$ cat config.mk
export PLATFORM = sky130hd
export DESIGN_NAME = mem_access_ctrl_flat
export DESIGN_NICKNAME = d
export VERILOG_FILES = /design/src/rtl/mem_access_ctrl_if.sv /design/src/rtl/mem_access_ctrl.sv /design/src/flat_wrapper.sv
export SDC_FILE = /design/constraint.sdc
export NUM_CORES = 1
export LEC_CHECK = 0
export CAP_MARGIN = 25
export CORE_MARGIN = 2
export CORE_UTILIZATION = 48
export CTS_CLUSTER_SIZE = 8
export DETAILED_ROUTE_END_ITERATION = 10
export GPL_ROUTABILITY_DRIVEN = 0
export GPL_TIMING_DRIVEN = 0
export PLACE_DENSITY = 0.8
export SYNTH_ARGS = -nofsm -noshare
export SYNTH_HDL_FRONTEND = slang
export SYNTH_SLANG_ARGS = --single-unit
$ cat constraint.sdc
create_clock -name clk -period 2.65 [get_ports clk]
set_input_delay 0.53 -clock clk [delete_from_list [all_inputs] [get_ports clk]]
set_output_delay 0.53 -clock clk [all_outputs]
set_load 0.005 [all_outputs]
$ cat src/rtl/mem_access_ctrl_if.sv
// Core-side request, store-data and load-data handshakes for the memory access controller.
interface mem_access_ctrl_if #(
  parameter int ADDR_W = 5,
  parameter int DATA_W = 8
);
  logic              req_valid;
  logic              req_ready;
  logic              req_write;
  logic [ADDR_W-1:0] req_addr;
  logic [ADDR_W-1:0] req_len;

  logic [DATA_W-1:0] wdata;
  logic              wvalid;
  logic              wready;

  logic [DATA_W-1:0] rdata;
  logic              rvalid;
  logic              rready;

  logic              done;

  modport master (
    output req_valid, req_write, req_addr, req_len, wdata, wvalid, rready,
    input  req_ready, wready, rdata, rvalid, done
  );

  modport slave (
    input  req_valid, req_write, req_addr, req_len, wdata, wvalid, rready,
    output req_ready, wready, rdata, rvalid, done
  );
endinterface

$ cat src/rtl/mem_access_ctrl.sv
// Bus-master front end sequencing single/burst loads and stores onto the 32x8 data memory.
// Store 2 cycles/beat, load READ_LAT+2 cycles/beat; wvalid and rready stalls hold the burst indefinitely.
module mem_access_ctrl #(
  parameter int ADDR_W   = 5,
  parameter int DATA_W   = 8,
  parameter int READ_LAT = 1
) (
  input  logic              clk,
  input  logic              rst_n,
  mem_access_ctrl_if.slave  bus,
  output logic [ADDR_W-1:0] mem_addr,
  output logic [DATA_W-1:0] mem_data_out,
  input  logic [DATA_W-1:0] mem_data_in,
  output logic              mem_read_write
);

  localparam int LAT_W = $clog2(READ_LAT + 1);

  typedef enum logic [2:0] {
    IDLE,
    WR_WAIT,
    WR_STROBE,
    RD_ISSUE,
    RD_WAIT,
    RD_HOLD,
    DONE
  } state_t;

  state_t            state, state_d;
  logic [ADDR_W-1:0] cur_addr, cur_addr_d;
  logic [ADDR_W-1:0] beat, beat_d;
  logic [ADDR_W-1:0] len, len_d;
  logic [LAT_W-1:0]  lat_cnt, lat_cnt_d;
  logic [ADDR_W-1:0] mem_addr_d;
  logic [DATA_W-1:0] mem_data_out_d;
  logic [DATA_W-1:0] rdata_d;
  logic              last_beat;

  assign last_beat = (beat == len);

  always_comb begin
    state_d        = state;
    cur_addr_d     = cur_addr;
    beat_d         = beat;
    len_d          = len;
    lat_cnt_d      = lat_cnt;
    mem_addr_d     = mem_addr;
    mem_data_out_d = mem_data_out;
    rdata_d        = bus.rdata;

    unique case (state)
      IDLE: begin
        if (bus.req_valid && bus.req_ready) begin
          cur_addr_d = bus.req_addr;
          len_d      = bus.req_len;
          beat_d     = '0;
          state_d    = bus.req_write ? WR_WAIT : RD_ISSUE;
        end
      end
      WR_WAIT: begin
        if (bus.wvalid && bus.wready) begin
          mem_data_out_d = bus.wdata;
          mem_addr_d     = cur_addr;
          state_d        = WR_STROBE;
        end
      end
      WR_STROBE: begin
        if (last_beat) begin
          state_d = DONE;
        end else begin
          beat_d     = beat + ADDR_W'(1);
          cur_addr_d = cur_addr + ADDR_W'(1);
          state_d    = WR_WAIT;
        end
      end
      RD_ISSUE: begin
        lat_cnt_d = LAT_W'(READ_LAT);
        state_d   = RD_WAIT;
      end
      RD_WAIT: begin
        // Capture on the cycle the count reaches zero; the address has been stable READ_LAT cycles by then.
        lat_cnt_d = lat_cnt - LAT_W'(1);
        if (lat_cnt == LAT_W'(1)) begin
          rdata_d = mem_data_in;
          state_d = RD_HOLD;
        end
      end
      RD_HOLD: begin
        if (bus.rvalid && bus.rready) begin
          if (last_beat) begin
            state_d = DONE;
          end else begin
            beat_d     = beat + ADDR_W'(1);
            cur_addr_d = cur_addr + ADDR_W'(1);
            state_d    = RD_ISSUE;
          end
        end
      end
      DONE: begin
        state_d = IDLE;
      end
      default: begin
        state_d = IDLE;
      end
    endcase

    // Presenting the read address on entry to RD_ISSUE keeps the load pipeline at READ_LAT+2 per beat.
    if (state_d == RD_ISSUE) begin
      mem_addr_d = cur_addr_d;
    end
  end

  always_ff @(posedge clk or negedge rst_n) begin
    if (!rst_n) begin
      state          <= IDLE;
      cur_addr       <= '0;
      beat           <= '0;
      len            <= '0;
      lat_cnt        <= '0;
      mem_addr       <= '0;
      mem_data_out   <= '0;
      mem_read_write <= 1'b0;
      bus.req_ready  <= 1'b0;
      bus.wready     <= 1'b0;
      bus.rdata      <= '0;
      bus.rvalid     <= 1'b0;
      bus.done       <= 1'b0;
    end else begin
      state          <= state_d;
      cur_addr       <= cur_addr_d;
      beat           <= beat_d;
      len            <= len_d;
      lat_cnt        <= lat_cnt_d;
      mem_addr       <= mem_addr_d;
      mem_data_out   <= mem_data_out_d;
      mem_read_write <= (state_d == WR_STROBE);
      bus.req_ready  <= (state_d == IDLE);
      bus.wready     <= (state_d == WR_WAIT);
      bus.rdata      <= rdata_d;
      bus.rvalid     <= (state_d == RD_HOLD);
      bus.done       <= (state_d == DONE);
    end
  end

endmodule

$ cat src/flat_wrapper.sv
// flat-port wrapper written by rule: the top's interface ports become plain ports
module mem_access_ctrl_flat 
#(
  parameter int ADDR_W   = 5,
  parameter int DATA_W   = 8,
  parameter int READ_LAT = 1
)
  (clk, rst_n, mem_addr, mem_data_out, mem_data_in, mem_read_write, bus_req_valid, bus_req_write, bus_req_addr, bus_req_len, bus_wdata, bus_wvalid, bus_rready, bus_req_ready, bus_wready, bus_rdata, bus_rvalid, bus_done);
  mem_access_ctrl_if #(.ADDR_W(ADDR_W), .DATA_W(DATA_W)) bus_i ();
  input  logic clk;
  input  logic rst_n;
  output logic [ADDR_W-1:0] mem_addr;
  output logic [DATA_W-1:0] mem_data_out;
  input  logic [DATA_W-1:0] mem_data_in;
  output logic mem_read_write;
  input wire logic [$bits(bus_i.req_valid)-1:0] bus_req_valid;
  input wire logic [$bits(bus_i.req_write)-1:0] bus_req_write;
  input wire logic [$bits(bus_i.req_addr)-1:0] bus_req_addr;
  input wire logic [$bits(bus_i.req_len)-1:0] bus_req_len;
  input wire logic [$bits(bus_i.wdata)-1:0] bus_wdata;
  input wire logic [$bits(bus_i.wvalid)-1:0] bus_wvalid;
  input wire logic [$bits(bus_i.rready)-1:0] bus_rready;
  output wire logic [$bits(bus_i.req_ready)-1:0] bus_req_ready;
  output wire logic [$bits(bus_i.wready)-1:0] bus_wready;
  output wire logic [$bits(bus_i.rdata)-1:0] bus_rdata;
  output wire logic [$bits(bus_i.rvalid)-1:0] bus_rvalid;
  output wire logic [$bits(bus_i.done)-1:0] bus_done;
  assign bus_i.req_valid = bus_req_valid;
  assign bus_i.req_write = bus_req_write;
  assign bus_i.req_addr = bus_req_addr;
  assign bus_i.req_len = bus_req_len;
  assign bus_i.wdata = bus_wdata;
  assign bus_i.wvalid = bus_wvalid;
  assign bus_i.rready = bus_rready;
  assign bus_req_ready = bus_i.req_ready;
  assign bus_wready = bus_i.wready;
  assign bus_rdata = bus_i.rdata;
  assign bus_rvalid = bus_i.rvalid;
  assign bus_done = bus_i.done;
  mem_access_ctrl #(.ADDR_W(ADDR_W), .DATA_W(DATA_W), .READ_LAT(READ_LAT)) u_core (.clk(clk), .rst_n(rst_n), .bus(bus_i), .mem_addr(mem_addr), .mem_data_out(mem_data_out), .mem_data_in(mem_data_in), .mem_read_write(mem_read_write));
endmodule
==> report_table.html <==
<table>
<tr><th>Metric</th><th>Value</th></tr>
<tr><th colspan="2">Status</th></tr>
<tr><td>Outcome</td><td>complete, no violations</td></tr>
<tr><th colspan="2">Floorplanning</th></tr>
<tr><td>Die Span X</td><td>just over 70 µm</td></tr>
<tr><td>Number of top-level pins</td><td>between 50 and 60</td></tr>
<tr><td>Initial core utilization</td><td>between 40% and 50%</td></tr>
<tr><td>Die area</td><td>4994 µm²</td></tr>
<tr><td>Area of the placeable core</td><td>around 4300 µm²</td></tr>
<tr><td>DIE HEIGHT</td><td>70.67 µm</td></tr>
<tr><td>Standard-cell row count</td><td>24</td></tr>
<tr><th colspan="2">Clock network</th></tr>
<tr><td>Clock tree from TritonCTS</td><td>done</td></tr>
<tr><td>Cts bufs inserted</td><td>5</td></tr>
<tr><td>Resize count post-CTS</td><td>0</td></tr>
<tr><td>Setup bufs post-CTS</td><td>0</td></tr>
<tr><td>CTS Root Cell</td><td>sky130_fd_sc_hd__clkbuf_8</td></tr>
<tr><td>Number of levels the H-tree was split into</td><td>2</td></tr>
<tr><td>Clock-pin slew of the registers on the worst-case setup and hold paths</td><td>0.09 ns</td></tr>
<tr><td>Number of sinks driven by the clock tree</td><td>45</td></tr>
<tr><td>Source-to-sink clock delay at the later pin of the worst-skew pair</td><td>approximately 0.3 ns</td></tr>
<tr><td>CTS hold repair buffers</td><td>0</td></tr>
<tr><td>Maximum number of buffers from clock root to sink</td><td>2</td></tr>
<tr><th colspan="2">Synthesis</th></tr>
<tr><td>Largest area contributor in the synthesized netlist</td><td>sky130_fd_sc_hd__dfrtp_1</td></tr>
<tr><td>Syn nets</td><td>221</td></tr>
<tr><td>Syn Inst Count</td><td>roughly 190</td></tr>
<tr><td>Share of the synthesized area in the top cell type</td><td>52.79%</td></tr>
<tr><td>Number of enable-type register cells in the synthesized netlist</td><td>0</td></tr>
<tr><td>Dominant cells by area after synthesis</td><td>sky130_fd_sc_hd__dfrtp_1 (53%), sky130_fd_sc_hd__mux2_2 (8.4%), sky130_fd_sc_hd__nand2_1 (4.2%)</td></tr>
<tr><td>Mean area per synthesized cell</td><td>approximately 11 µm²</td></tr>
<tr><td>Prevailing post-synth register cell</td><td>sky130_fd_sc_hd__dfrtp_1</td></tr>
<tr><td>Portion of the post-synthesis area used by sequential elements</td><td>between 50 and 60%</td></tr>
<tr><td>Share of async-settable or async-resettable flops after synthesis</td><td>100.0%</td></tr>
<tr><td>Yosys warnings</td><td>0</td></tr>
<tr><td>Yosys cell types</td><td>47</td></tr>
<tr><td>Count of state elements after synthesis</td><td>45</td></tr>
<tr><td>Netlist Area Pre-Place</td><td>between 2000 and 2500 µm²</td></tr>
<tr><th colspan="2">STA</th></tr>
<tr><td>Worst slew margin</td><td>between 50% and 60%</td></tr>
<tr><td>RSZ-0062 raised after global routing</td><td>false</td></tr>
<tr><td>Maximum clock rate</td><td>0.4195 GHz</td></tr>
<tr><td>Count of pins over their slew limit</td><td>0</td></tr>
<tr><td>Worst Max-Slew Pin Slew</td><td>~0.67 ns</td></tr>
<tr><td>Number of failing setup endpoints in the final timing report</td><td>0</td></tr>
<tr><td>Layout Skew</td><td>about 0.0058 ns</td></tr>
<tr><td>Final period util</td><td>between 80% and 90%</td></tr>
<tr><td>Total count of hold-check failures in the final report</td><td>0</td></tr>
<tr><td>Final total negative setup slack</td><td>0 ns</td></tr>
<tr><td>Period minus WS final</td><td>around 2.4 ns</td></tr>
<tr><th colspan="2">Drt</th></tr>
<tr><td>Final wirelength</td><td>roughly 4600 µm</td></tr>
<tr><td>Iteration count of the initial detailed-routing pass</td><td>4</td></tr>
<tr><td>Count of antenna-violating nets left after detailed routing</td><td>0</td></tr>
<tr><td>Remaining design rule violation count</td><td>0</td></tr>
<tr><td>Wire length per cell after detailed routing</td><td>between 15 and 20 µm</td></tr>
<tr><td>Vias</td><td>1641</td></tr>
<tr><td>Ratio of routed vias to standard cells</td><td>5.380</td></tr>
<tr><td>1st-iter DRT viols</td><td>approximately 100</td></tr>
<tr><th colspan="2">Finish</th></tr>
<tr><td>Ratio of cells with drive above 1 in the final layout</td><td>15.81%</td></tr>
<tr><td>NumNets Final</td><td>~290</td></tr>
<tr><td>ANT cells</td><td>0</td></tr>
<tr><td>Area added between synthesis and finish</td><td>35.89%</td></tr>
<tr><td>Final instance count without filler cells</td><td>305</td></tr>
<tr><th colspan="2">Critical path</th></tr>
<tr><td>CP Max Fanout</td><td>10</td></tr>
<tr><td>Startpoint type of the worst setup path</td><td>primary input</td></tr>
<tr><td>Delay of the slowest critical-path stage</td><td>~0.6 ns</td></tr>
<tr><td>Kind of critical path</td><td>primary input to flop</td></tr>
<tr><td>Required time of the critical path</td><td>between 2 and 3 ns</td></tr>
<tr><td>Critical Path, Cell by Cell</td><td>clkdlybuf4s50_1 &gt; nand2_1 &gt; nor4b_4 &gt; a211oi_2 &gt; a22oi_4 &gt; nor3b_1 &gt; a221o_1</td></tr>
<tr><td>R2R Setup Slk</td><td>between 0.5 and 0.6 ns</td></tr>
<tr><td>Max stage delay cell, worst path</td><td>sky130_fd_sc_hd__nor4b_4</td></tr>
<tr><td>Critical Path Sink Type</td><td>flop</td></tr>
<tr><td>Data arrival time of the worst path</td><td>2.57 ns</td></tr>
<tr><th colspan="2">Power</th></tr>
<tr><td>Portion of total power attributed to the clock network</td><td>between 10% and 20%</td></tr>
<tr><td>Portion of total power attributed to sequential cells</td><td>a little under two fifths</td></tr>
<tr><td>Total power after layout</td><td>between 3 and 4 mW</td></tr>
<tr><td>Power density relative to cell area</td><td>between 1000 and 1500 nW/µm²</td></tr>
<tr><td>Net Sw Frac</td><td>~34%</td></tr>
<tr><td>Internal power</td><td>2.055 mW</td></tr>
<tr><td>Pleak</td><td>~1.3 nW</td></tr>
<tr><td>Share of total power in combinational logic</td><td>between 40% and 50%</td></tr>
<tr><td>Switch Pwr</td><td>1.062 mW</td></tr>
<tr><td>Worst IR drop on VDD</td><td>0.0005340 V</td></tr>
<tr><th colspan="2">GRT</th></tr>
<tr><td>Gr ovfl total</td><td>0</td></tr>
<tr><td>Via count of the first global-routing pass</td><td>1647</td></tr>
<tr><td>Maximum number of pins on one net before global-route repair</td><td>29</td></tr>
<tr><td>Total global-route track usage</td><td>around a fifth</td></tr>
<tr><td>Global-route wire length before repair</td><td>7783 µm</td></tr>
<tr><td>Initial antenna violation count</td><td>0</td></tr>
<tr><th colspan="2">Placed design</th></tr>
<tr><td>DPL Wire Length</td><td>3420 µm</td></tr>
<tr><td>Placed cells</td><td>297</td></tr>
<tr><td>Total of buffers placed on input and output ports</td><td>57</td></tr>
<tr><th colspan="2">Hold path</th></tr>
<tr><td>Classification of the worst-slack hold path</td><td>primary input to asynchronous set/reset pin</td></tr>
<tr><th colspan="2">Run</th></tr>
<tr><td>Max-capacitance violation count</td><td>0</td></tr>
</table>
==> power groups by stage <==
stage | sequential [mW] | combinational [mW] | clock [mW]
2_1_floorplan | 1.18 | 0.795 | 0
3_3_place_gp | 1.18 | 1.37 | 0
3_5_place_dp | 1.19 | 1.41 | 0
4_1_cts | 1.18 | 1.42 | 0.539
5_1_grt | 1.23 | 1.54 | 0.563
6_report | 1.18 | 1.41 | 0.528
==> worst paths after layout <==
path / start / endpoint / depth (start not counted)
worst max-delay path: bus_wvalid / u_core.mem_addr[0]$_DFFE_PN0P_ / 7
worst min-delay path: rst_n / u_core.beat[0]$_DFFE_PN0P_ / 1
worst max register to register: u_core.beat[0]$_DFFE_PN0P_ / u_core.bus.rvalid$_DFF_PN0_ / 6
worst min register to register: u_core.mem_data_out[6]$_DFFE_PN0P_ / u_core.mem_data_out[6]$_DFFE_PN0P_ / 1
max in group asynchronous: rst_n / u_core.mem_addr[4]$_DFFE_PN0P_ / 2
min in group clk: u_core.mem_data_out[6]$_DFFE_PN0P_ / u_core.mem_data_out[6]$_DFFE_PN0P_ / 1
==> synthesized netlist by cell type (2+ instances only) <==
cell type	n
sky130_fd_sc_hd__dfrtp_1	45
sky130_fd_sc_hd__nand2_1	24
sky130_fd_sc_hd__mux2_2	16
sky130_fd_sc_hd__o21ai_0	11
sky130_fd_sc_hd__nor2_1	9
sky130_fd_sc_hd__inv_1	6
sky130_fd_sc_hd__nand3_1	6
sky130_fd_sc_hd__nor3_1	6
sky130_fd_sc_hd__xor2_1	5
sky130_fd_sc_hd__a21oi_1	4
sky130_fd_sc_hd__and3_1	4
sky130_fd_sc_hd__a21o_1	3
sky130_fd_sc_hd__a221oi_1	3
sky130_fd_sc_hd__and2_1	3
sky130_fd_sc_hd__nor3b_1	3
sky130_fd_sc_hd__a221o_1	2
sky130_fd_sc_hd__buf_2	2
sky130_fd_sc_hd__buf_6	2
sky130_fd_sc_hd__clkbuf_1	2
sky130_fd_sc_hd__ha_1	2
sky130_fd_sc_hd__mux2i_1	2
sky130_fd_sc_hd__nor2b_1	2
==> worst max-delay path, delay by kind of cell <==
family | cells | cell delay, ns
compound gates | 3 | 0.79
buf+inv | 1 | 0.46
simple gates | 3 | 0.80
==> routing by layer <==
layer,wire (µm),track usage [%],vias up
met5,0,0,-
li1,-,-,797
met3,186,4.558,6
met2,2360,33.23,33
met1,1956,25.47,805
met4,78,7.338,0
==> flip-flops by register name, summed over array words and instances (netlist names), 3 cells and up <==
signal / count
u_core.beat: 5
u_core.bus.rdata: 8
u_core.cur_addr: 5
u_core.len: 5
u_core.mem_addr: 5
u_core.mem_data_out: 8
u_core.state: 3
==> per-stage QoR <==
| stage | hold WS (ns) | cell area, µm² | setup slack [ns] | utilization, % |
|---|---|---|---|---|
| after floorplan | 0.2344 | 2133 | 0.6866 | - |
| after global placement | 0.4859 | 2769 | -0.1748 | 64.03 |
| after detailed placement | 0.4873 | 2784 | -0.08143 | 64.38 |
| after CTS | 0.1761 | 2899 | 0.2185 | 67.04 |
| after global routing | 0.1851 | 2899 | 0.1238 | 67.04 |
| final | 0.1613 | 2899 | 0.2665 | 67.04 |
==> placed cells by master, fill, tap and decap left out, drive strengths merged, types with 2 or more instances in the layout <==
master and instances:
inv 6, mux2 16, a22oi 2, nor2 9, ha 2, nor3 7, a221o 2, nand2 24
a21oi 4, nor3b 4, xor2 5, buf 7, nand3 6, mux2i 2, clkdlybuf4s50 56, a21o 3
dfrtp 45, a221oi 3, o21ai 11, and3 4, nor2b 2, and2 3, clkbuf 7
==> kinds of logic after synthesis <==
kind of cell | share of synthesized area, %
flip-flops | 52.79
buffers and inverters | 3.285
adder cells (fa/ha/maj) | 1.173
XOR/XNOR | 2.463
AO/OA/AOI/OAI | 13.67
AND/OR/NAND/NOR | 17.24
multiplexers | 9.384
==> cell type report <==
type / count / area (µm²)
Sequential cell: 45 / 1126
Fill cell: 356 / 1425
Inverter: 6 / 22.52
Clock inverter: 3 / 46.29
Clock buffer: 5 / 68.82
Timing Repair Buffer: 58 / 585.6
Tap cell: 52 / 65.06
Multi-Input combinational cell: 129 / 937.1
Buffer: 7 / 47.55
Power figures use the tool's default switching activity.
